<file path="config.mk">
export PLATFORM = sky130hd
export DESIGN_NAME = growing_interp_signed_flat
export DESIGN_NICKNAME = d
export VERILOG_FILES = /design/src/rtl/growing_interp_signed_if.sv /design/src/rtl/growing_interp_signed.sv /design/src/flat_wrapper.sv
export SDC_FILE = /design/constraint.sdc
export NUM_CORES = 1
export LEC_CHECK = 0
export ABC_AREA = 0
export CAP_MARGIN = 20
export CELL_PAD_IN_SITES_DETAIL_PLACEMENT = 1
export CELL_PAD_IN_SITES_GLOBAL_PLACEMENT = 2
export CORE_ASPECT_RATIO = 1.75
export CORE_MARGIN = 4
export CORE_UTILIZATION = 37
export CTS_CLUSTER_SIZE = 10
export DETAILED_ROUTE_END_ITERATION = 10
export PLACE_DENSITY_LB_ADDON = 0.15
export SLEW_MARGIN = 10
export SYNTH_ARGS = -nofsm -noshare
export SYNTH_HDL_FRONTEND = slang
export SYNTH_SLANG_ARGS = --single-unit
</file>
<file path="constraint.sdc">
create_clock -name clk -period 5 [get_ports clk]
set_input_delay 0.5 -clock clk [delete_from_list [all_inputs] [get_ports clk]]
set_output_delay 0.5 -clock clk [all_outputs]
set_load 0.01 [all_outputs]
</file>
<file path="src/rtl/growing_interp_signed_if.sv">
// growing_interp_signed_if: sample-in / interpolated-sample-out bundle.
// The master drives samples in, and the slave (the interpolator) returns the output stream.
interface growing_interp_signed_if #(parameter int N = 16);
    logic                valid;
    logic signed [N-1:0] x;
    logic [7:0]          n_interp_in;
    logic                in_ready;
    logic                new_dat;
    logic signed [N-1:0] y;
    modport master (output valid, x, n_interp_in, input in_ready, new_dat, y);
    modport slave  (input valid, x, n_interp_in, output in_ready, new_dat, y);
endinterface

</file>
<file path="src/rtl/growing_interp_signed.sv">
// growing_interp_signed: linear interpolator that emits 2^K samples between consecutive inputs.
// It is the inverse of the growing-sum averager and uses a one-cycle registered output latency.
module growing_interp_signed #(
    parameter int N        = 16,
    parameter int MAX_LOG2 = 7
) (
    input logic clk,
    input logic rst,
    growing_interp_signed_if.slave bus
);
    localparam int AW = N + MAX_LOG2 + 1;
    localparam int KW = $clog2(MAX_LOG2 + 2);
    localparam int CW = MAX_LOG2 + 1;

    typedef enum logic [1:0] {IDLE, WAIT, EMIT} state_t;
    state_t state, state_nxt;

    logic signed [N-1:0]  prev;
    logic signed [N:0]    diff;
    logic signed [AW-1:0] acc;
    logic [CW-1:0]        cnt;
    logic [KW-1:0]        k, k_in;
    logic                 last, accept;

    assign k_in   = bus.n_interp_in > 8'(MAX_LOG2) ? KW'(MAX_LOG2) : bus.n_interp_in[KW-1:0];
    assign last   = cnt == (CW'(1) << k) - CW'(1);
    assign accept = bus.valid && bus.in_ready;

    always_ff @(posedge clk or posedge rst)
        if (rst) state <= IDLE;
        else     state <= state_nxt;

    always_comb
        state_nxt = state == IDLE ? (accept ? WAIT : IDLE) :
                    accept ? EMIT :
                    (state == EMIT && last) ? WAIT : state;

    always_comb
        bus.in_ready = state != EMIT || last;

    // A new burst overrides the running acc/cnt update on its acceptance edge.
    always_ff @(posedge clk or posedge rst) begin
        if (rst) begin
            prev        <= '0;
            diff        <= '0;
            acc         <= '0;
            cnt         <= '0;
            k           <= '0;
            bus.y       <= '0;
            bus.new_dat <= 1'b0;
        end else begin
            bus.new_dat <= state == EMIT;
            if (state == EMIT) begin
                bus.y <= N'(acc >>> k);
                acc   <= acc + {{(AW-N-1){diff[N]}}, diff};
                cnt   <= cnt + CW'(1);
            end
            if (accept) begin
                prev <= bus.x;
                if (state != IDLE) begin
                    k    <= k_in;
                    diff <= {bus.x[N-1], bus.x} - {prev[N-1], prev};
                    acc  <= {{(AW-N){prev[N-1]}}, prev} <<< k_in;
                    cnt  <= '0;
                end
            end
        end
    end
endmodule
</file>
<file path="src/flat_wrapper.sv">
// flat-port wrapper written by rule: the top's interface ports become plain ports
module growing_interp_signed_flat 
#(
    parameter int N        = 16,
    parameter int MAX_LOG2 = 7
)
  (clk, rst, bus_valid, bus_x, bus_n_interp_in, bus_in_ready, bus_new_dat, bus_y);
  growing_interp_signed_if #(.N(N)) bus_i ();
  input logic clk;
  input logic rst;
  input wire logic [$bits(bus_i.valid)-1:0] bus_valid;
  input wire logic [$bits(bus_i.x)-1:0] bus_x;
  input wire logic [$bits(bus_i.n_interp_in)-1:0] bus_n_interp_in;
  output wire logic [$bits(bus_i.in_ready)-1:0] bus_in_ready;
  output wire logic [$bits(bus_i.new_dat)-1:0] bus_new_dat;
  output wire logic [$bits(bus_i.y)-1:0] bus_y;
  assign bus_i.valid = bus_valid;
  assign bus_i.x = bus_x;
  assign bus_i.n_interp_in = bus_n_interp_in;
  assign bus_in_ready = bus_i.in_ready;
  assign bus_new_dat = bus_i.new_dat;
  assign bus_y = bus_i.y;
  growing_interp_signed #(.N(N), .MAX_LOG2(MAX_LOG2)) u_core (.clk(clk), .rst(rst), .bus(bus_i));
endmodule
</file>
# Yosys cells after proc, flatten, opt, wreduce, memory -nomap -nowiden
# Cells that the tools add are included.
# Widths: inputs -> output; s select.
# op_classes
n_addsub	4
order_cmp	1
shifts	3
muxes	11
eq_ne	3
n_reduce_logical	7
# ops
operator	count
$mux 24	3
$add 24x24->24	1
$mux 8	3
$sshl 24x4->24	1
$sshr 24x4->16	1
$sub 16x16->17	1
$add 8x1->8 const B	1
$eq 8x8->1	1
$gt 8x3->1 const B	1
$shl 1x4->8 const A	1
$sub 8x1->8 const B	1
$mux 2	3
$mux 4	1
$reduce_bool 3->1	1
$eq 2x2->1 const B	1
$logic_and 1x1->1	2
$logic_not 2->1	1
$ne 2x2->1 const B	1
$reduce_and 2->1	1
$reduce_bool 2->1	1
$logic_or 1x1->1	1
$mux 1	1
# word_totals
ff_bits	88
input_bits	27
word_cells	37
out_inout_bits	18

# Logic depth before layout (Yosys ltp)
# logic_depth
depth_word	7
mapped_depth	21
depth_no_buf	15

# Least setup slack after synthesis
# OpenSTA, ideal clock, no wires.
# synth_timing
path_kind	reg-to-reg
startpoint	reg u_core.k[1]
endpoint	reg u_core.diff[10]
setup_time_ns	0.125
t_arrival_ns	4.073
setup_slack_ns	0.802
path_buffers	7
path_stages_with_launch	19
required_ns	4.875
synth_period_minus_slack_ns	4.198
cell_sequence	dfrtp_1 -> buf_2 -> buf_1 -> clkbuf_1 -> nand3b_1 -> ha_1 -> buf_2 -> xnor2_1 -> a31oi_1 -> a2111oi_4 -> and3_1 -> nand2b_1 -> nand2_2 -> buf_4 -> inv_1 -> ha_1 -> clkbuf_1 -> clkbuf_1 -> mux2_2
# synth_between
elab_chain_len	6
# synth_rtl
element	line_no	source
start, declared	growing_interp_signed.sv:22	logic [KW-1:0] k, k_in;
start signal, assigned	growing_interp_signed.sv:61	k <= k_in;
$shl 1x4->8	growing_interp_signed.sv:26	assign last = cnt == (CW'(1) << k) - CW'(1);
$sub 8x1->8	growing_interp_signed.sv:26	
$eq 8x8->1	growing_interp_signed.sv:26	
$logic_or 1x1->1	growing_interp_signed.sv:39	bus.in_ready = state != EMIT || last;
via bus_in_ready	flat_wrapper.sv:14	output wire logic [$bits(bus_i.in_ready)-1:0] bus_in_ready;
$logic_and 1x1->1	growing_interp_signed.sv:27	assign accept = bus.valid && bus.in_ready;
$reduce_and 2->1 (no source line)	n/a	
end signal, assigned	growing_interp_signed.sv:62	diff <= {bus.x[N-1], bus.x} - {prev[N-1], prev};
end, declared	growing_interp_signed.sv:19	logic signed [N:0] diff;
# The timed path passes the listed nets, and every way through them passes these cells.
# A chain may end at the register's enable or synchronous reset.

# Worst setup path after layout
# layout_timing
startpoint	reg u_core.k[0]
endpoint	reg u_core.diff[15]
# layout_between
elab_chain_len	6
# layout_rtl
element	line_no
$shl 1x4->8	growing_interp_signed.sv:26
$sub 8x1->8	growing_interp_signed.sv:26
$eq 8x8->1	growing_interp_signed.sv:26
$logic_or 1x1->1	growing_interp_signed.sv:39
$logic_and 1x1->1	growing_interp_signed.sv:27
$reduce_and 2->1 (no source line)	n/a
# Every way passes these cells.

==> results.tsv <==
stage	metric	value	unit
status	status	complete, no violations	
sta	rsz0062_at_grt	no	
drt	wl	20400	um
logic_synthesis	ys_async_sr_fraction	100	%
clock_tree	cts_tree	built	
floorplanning	die_h	190	um
drt	viasPerCell	5.61	
run	cap_violations	0	
sta	setup_violations	0	
sta	max_freq	243	MHz
floorplanning	io_pins	45	
clock_tree	clk_latency	360	ps
logic_synthesis	synth-edff-count	0	
finish	drive_gt1_share	9.34	%
worst_setup_path	startpoint	u_core.k[0]$_DFFE_PP0P_	
floorplanning	die-area	21400	sq um
grt	grt_use_total	19.7	%
logic_synthesis	netlist_instances	820	
finish	fin_cells	1084	
worst_setup_path	required	5260	ps
sta	worstMarginPinSlew	1000	ps
pwr	pwr-share-comb	59.6	%
drt	vias	6080	
logic_synthesis	syn_nets	891	
logic_synthesis	synth_area_per_cell	8.58	sq um
pwr	power_frac_clock	14.2	%
worst_setup_path	cp_max_fo	34	
worst_setup_path	r2r_end	u_core.diff[15]$_DFFE_PP0P_	
grt	grt_max_degree	70	
drt	drt-met1-wl	7930	um
place	preCtsSetupSlack	855	ps
finish	final_util	42.8	%
drt	wl_per_cell	18.8	um
min_path	hp-class	input port to asynchronous set/reset pin	
pwr	p_leak	0.00351	uW
worst_setup_path	critPathArrivalTime	4380	ps
grt	grt_pass1_wl	34200	um
clock_tree	ctsResizeCount	0	
drt	wl_met3	362	um
finish	most-common-layout-cells	113 x nand2_1, 88 x dfrtp_1, 66 x mux2i_1	
worst_setup_path	timing.rr.start	u_core.k[0]$_DFFE_PP0P_	
worst_setup_path	critPathKind	register to register	
pwr	power_frac_seq	26.2	%
clock_tree	clockBufferDepth	2	
drt	drt_iter0_markers	210	
logic_synthesis	synth-seq-cells	88	
sta	slew_headroom	33.3	%
worst_setup_path	path_cells	buf_4, nand3b_1, ha_1, xnor2_1, a31oi_1, a2111oi_4, and3_1, nand2b_1, nand2_2, inv_1, ha_1, buf_4, nand2_1, a2111o_1, o211ai_1	
clock_tree	cts_inserted_buffers	9	
logic_synthesis	synth.distinct_cells	66	
clock_tree	clockRootBuffer	clkbuf_16	
finish	antenna_cells	0	
grt	grt_pass1_vias	6717	
worst_setup_path	cp-endpoint	u_core.diff[15]$_DFFE_PP0P_	
finish	final_nets	912	
place	dp_cells	1067	
finish	nFillCells	2280	
drt	top_layer	met4	
logic_synthesis	ys.flop_type	dfrtp_1	
place	io_buffer_count	44	
logic_synthesis	yosys_warnings	0	
clock_tree	cts.clk_slew.worst_paths	70	ps
floorplanning	die_w	112	um
pwr	p_per_area	631	nW/um^2
clock_tree	cts_hold_buf	0	
clock_tree	cts-htree-levels	3	
drt	wl_met2	11400	um
logic_synthesis	syn-cell-area	7040	sq um
sta	period_needed	4120	ps
sta	layout_setup_ws	877	ps
drt	drcViolationCount	0	
finish	final_common_cell	nand2_1	
worst_setup_path	max_stage_delay	440	ps
drt	ant_nets	0	
sta	hold_viol	0	
finish	area_growth	13.4	%
floorplanning	core	18700	sq um
logic_synthesis	yosysSeqAreaShare	31.3	%
grt	grt-ovfl-total	0	
worst_setup_path	r2r_cells	15	
pwr	switchingPower	2330	uW
floorplanning	start_util	37.7	%
pwr	p_int	2710	uW
pwr	p_total	5040	uW
clock_tree	clock-sinks	88	
pwr	switching_share	46.2	%
sta	finClkSkew	10.7	ps
sta	setup_tns	0	ps
floorplanning	fp-row-count	66	
worst_setup_path	rrSetupSlack	880	ps
place	dp_hpwl	16100	um
worst_setup_path	slowest_stage	a2111oi_4	
sta	fin_crit_sh	82.5	%
worst_setup_path	cp-end-kind	register	
place	finalWeightedCongestion	0.857	
sta	finalMaxSlewViolations	0	
pwr	ir_drop	0.218	mV
drt	firstDrtPassIters	4	
clock_tree	postCtsSetupBuffers	0	
worst_setup_path	start_kind	register	
grt	antenna_found_initial	0	
-- routing by layer --
| layer | GRT usage, % | vias to the layer above |
|---|---|---|
| li1 | - | 2977 |
| met1 | 20.7 | 2999 |
| met2 | 39.0 | 71 |
| met3 | 2.00 | 33 |
| met4 | 8.47 | 0 |
| met5 | 0 | - |
-- Yosys cell counts, types with 11 or more instances --
| cell type | n | area [sq um] |
|---|---|---|
| dfrtp_1 | 88 | 2200 |
| ha_1 | 42 | 526 |
| mux2_2 | 32 | 360 |
| nand3_1 | 15 | 75.1 |
| nor3_1 | 11 | 55.1 |
| xnor2_1 | 19 | 166 |
| nand2_1 | 113 | 424 |
| a21o_1 | 15 | 113 |
| mux2i_1 | 66 | 661 |
| inv_1 | 38 | 143 |
| a31oi_1 | 15 | 93.8 |
| clkbuf_1 | 25 | 93.8 |
| a211oi_1 | 17 | 128 |
| xor2_1 | 17 | 149 |
| o21ai_0 | 54 | 270 |
| nor2_1 | 58 | 218 |
| a21oi_1 | 52 | 260 |
-- registers in the layout, summed over array words and instances, names as in the netlist --
signal and flops:
u_core.state 2, u_core.k 4, u_core.diff 17, u_core.cnt 8, u_core.prev 16, u_core.acc 24
u_core.bus.y 16, u_core.bus.new_dat 1
-- layout make-up --
class	count	area, sq um	share of cell area, %
clock buffers	9	225	2.82
multi-input cells	646	4480	56.1
clock inverters	7	78.8	0.987
repair buffers	57	551	6.90
well taps	238	298	3.73
inverters	39	148	1.85
flip-flops and latches	88	2200	27.6
-- how the worst min path moves through the flow --
stage / from / end / slack (ps)
after floorplan: u_core.diff[10]$_DFFE_PP0P_ / u_core.diff[10]$_DFFE_PP0P_ / 480
after global placement: u_core.bus.y[9]$_DFFE_PP0P_ / u_core.bus.y[9]$_DFFE_PP0P_ / 460
after detailed placement: u_core.bus.y[12]$_DFFE_PP0P_ / u_core.bus.y[12]$_DFFE_PP0P_ / 470
after CTS: u_core.bus.y[12]$_DFFE_PP0P_ / u_core.bus.y[12]$_DFFE_PP0P_ / 490
after global routing: rst / u_core.bus.y[8]$_DFFE_PP0P_ / 440
final: rst / u_core.bus.y[8]$_DFFE_PP0P_ / 420
-- per-stage QoR --
stage          hold WS, ps  area (sq um)
2_1_floorplan          485          7040
3_3_place_gp           463          7660
3_5_place_dp           473          7660
4_1_cts                489          7960
5_1_grt                444          7980
6_report               418          7980
-- power groups by stage --
| stage | combinational (uW) | sequential [uW] | clock (uW) |
|---|---|---|---|
| after detailed placement | 3010 | 1340 | 0 |
| after CTS | 3030 | 1330 | 738 |
| after global placement | 2890 | 1330 | 0 |
| after global routing | 3370 | 1370 | 769 |
| final | 3000 | 1320 | 715 |
| after floorplan | 2220 | 1230 | 0 |
-- critical path: cells and delay by family (launching register included) --
kind / cells / cell delay (ps)
fa+ha+maj: 2 / 430
flops: 1 / 350
buf+inv: 3 / 810
compound gates: 4 / 1110
xor+xnor: 1 / 350
simple gates: 5 / 980
-- logic make-up after synthesis --
logic type	share of synthesized area, %
xor+xnor	4.48
buf+inv	5.14
compound gates	19.9
fa+ha+maj	8.04
simple gates	16.4
flops	31.3
mux	14.8
Power figures use the tool's default switching activity.
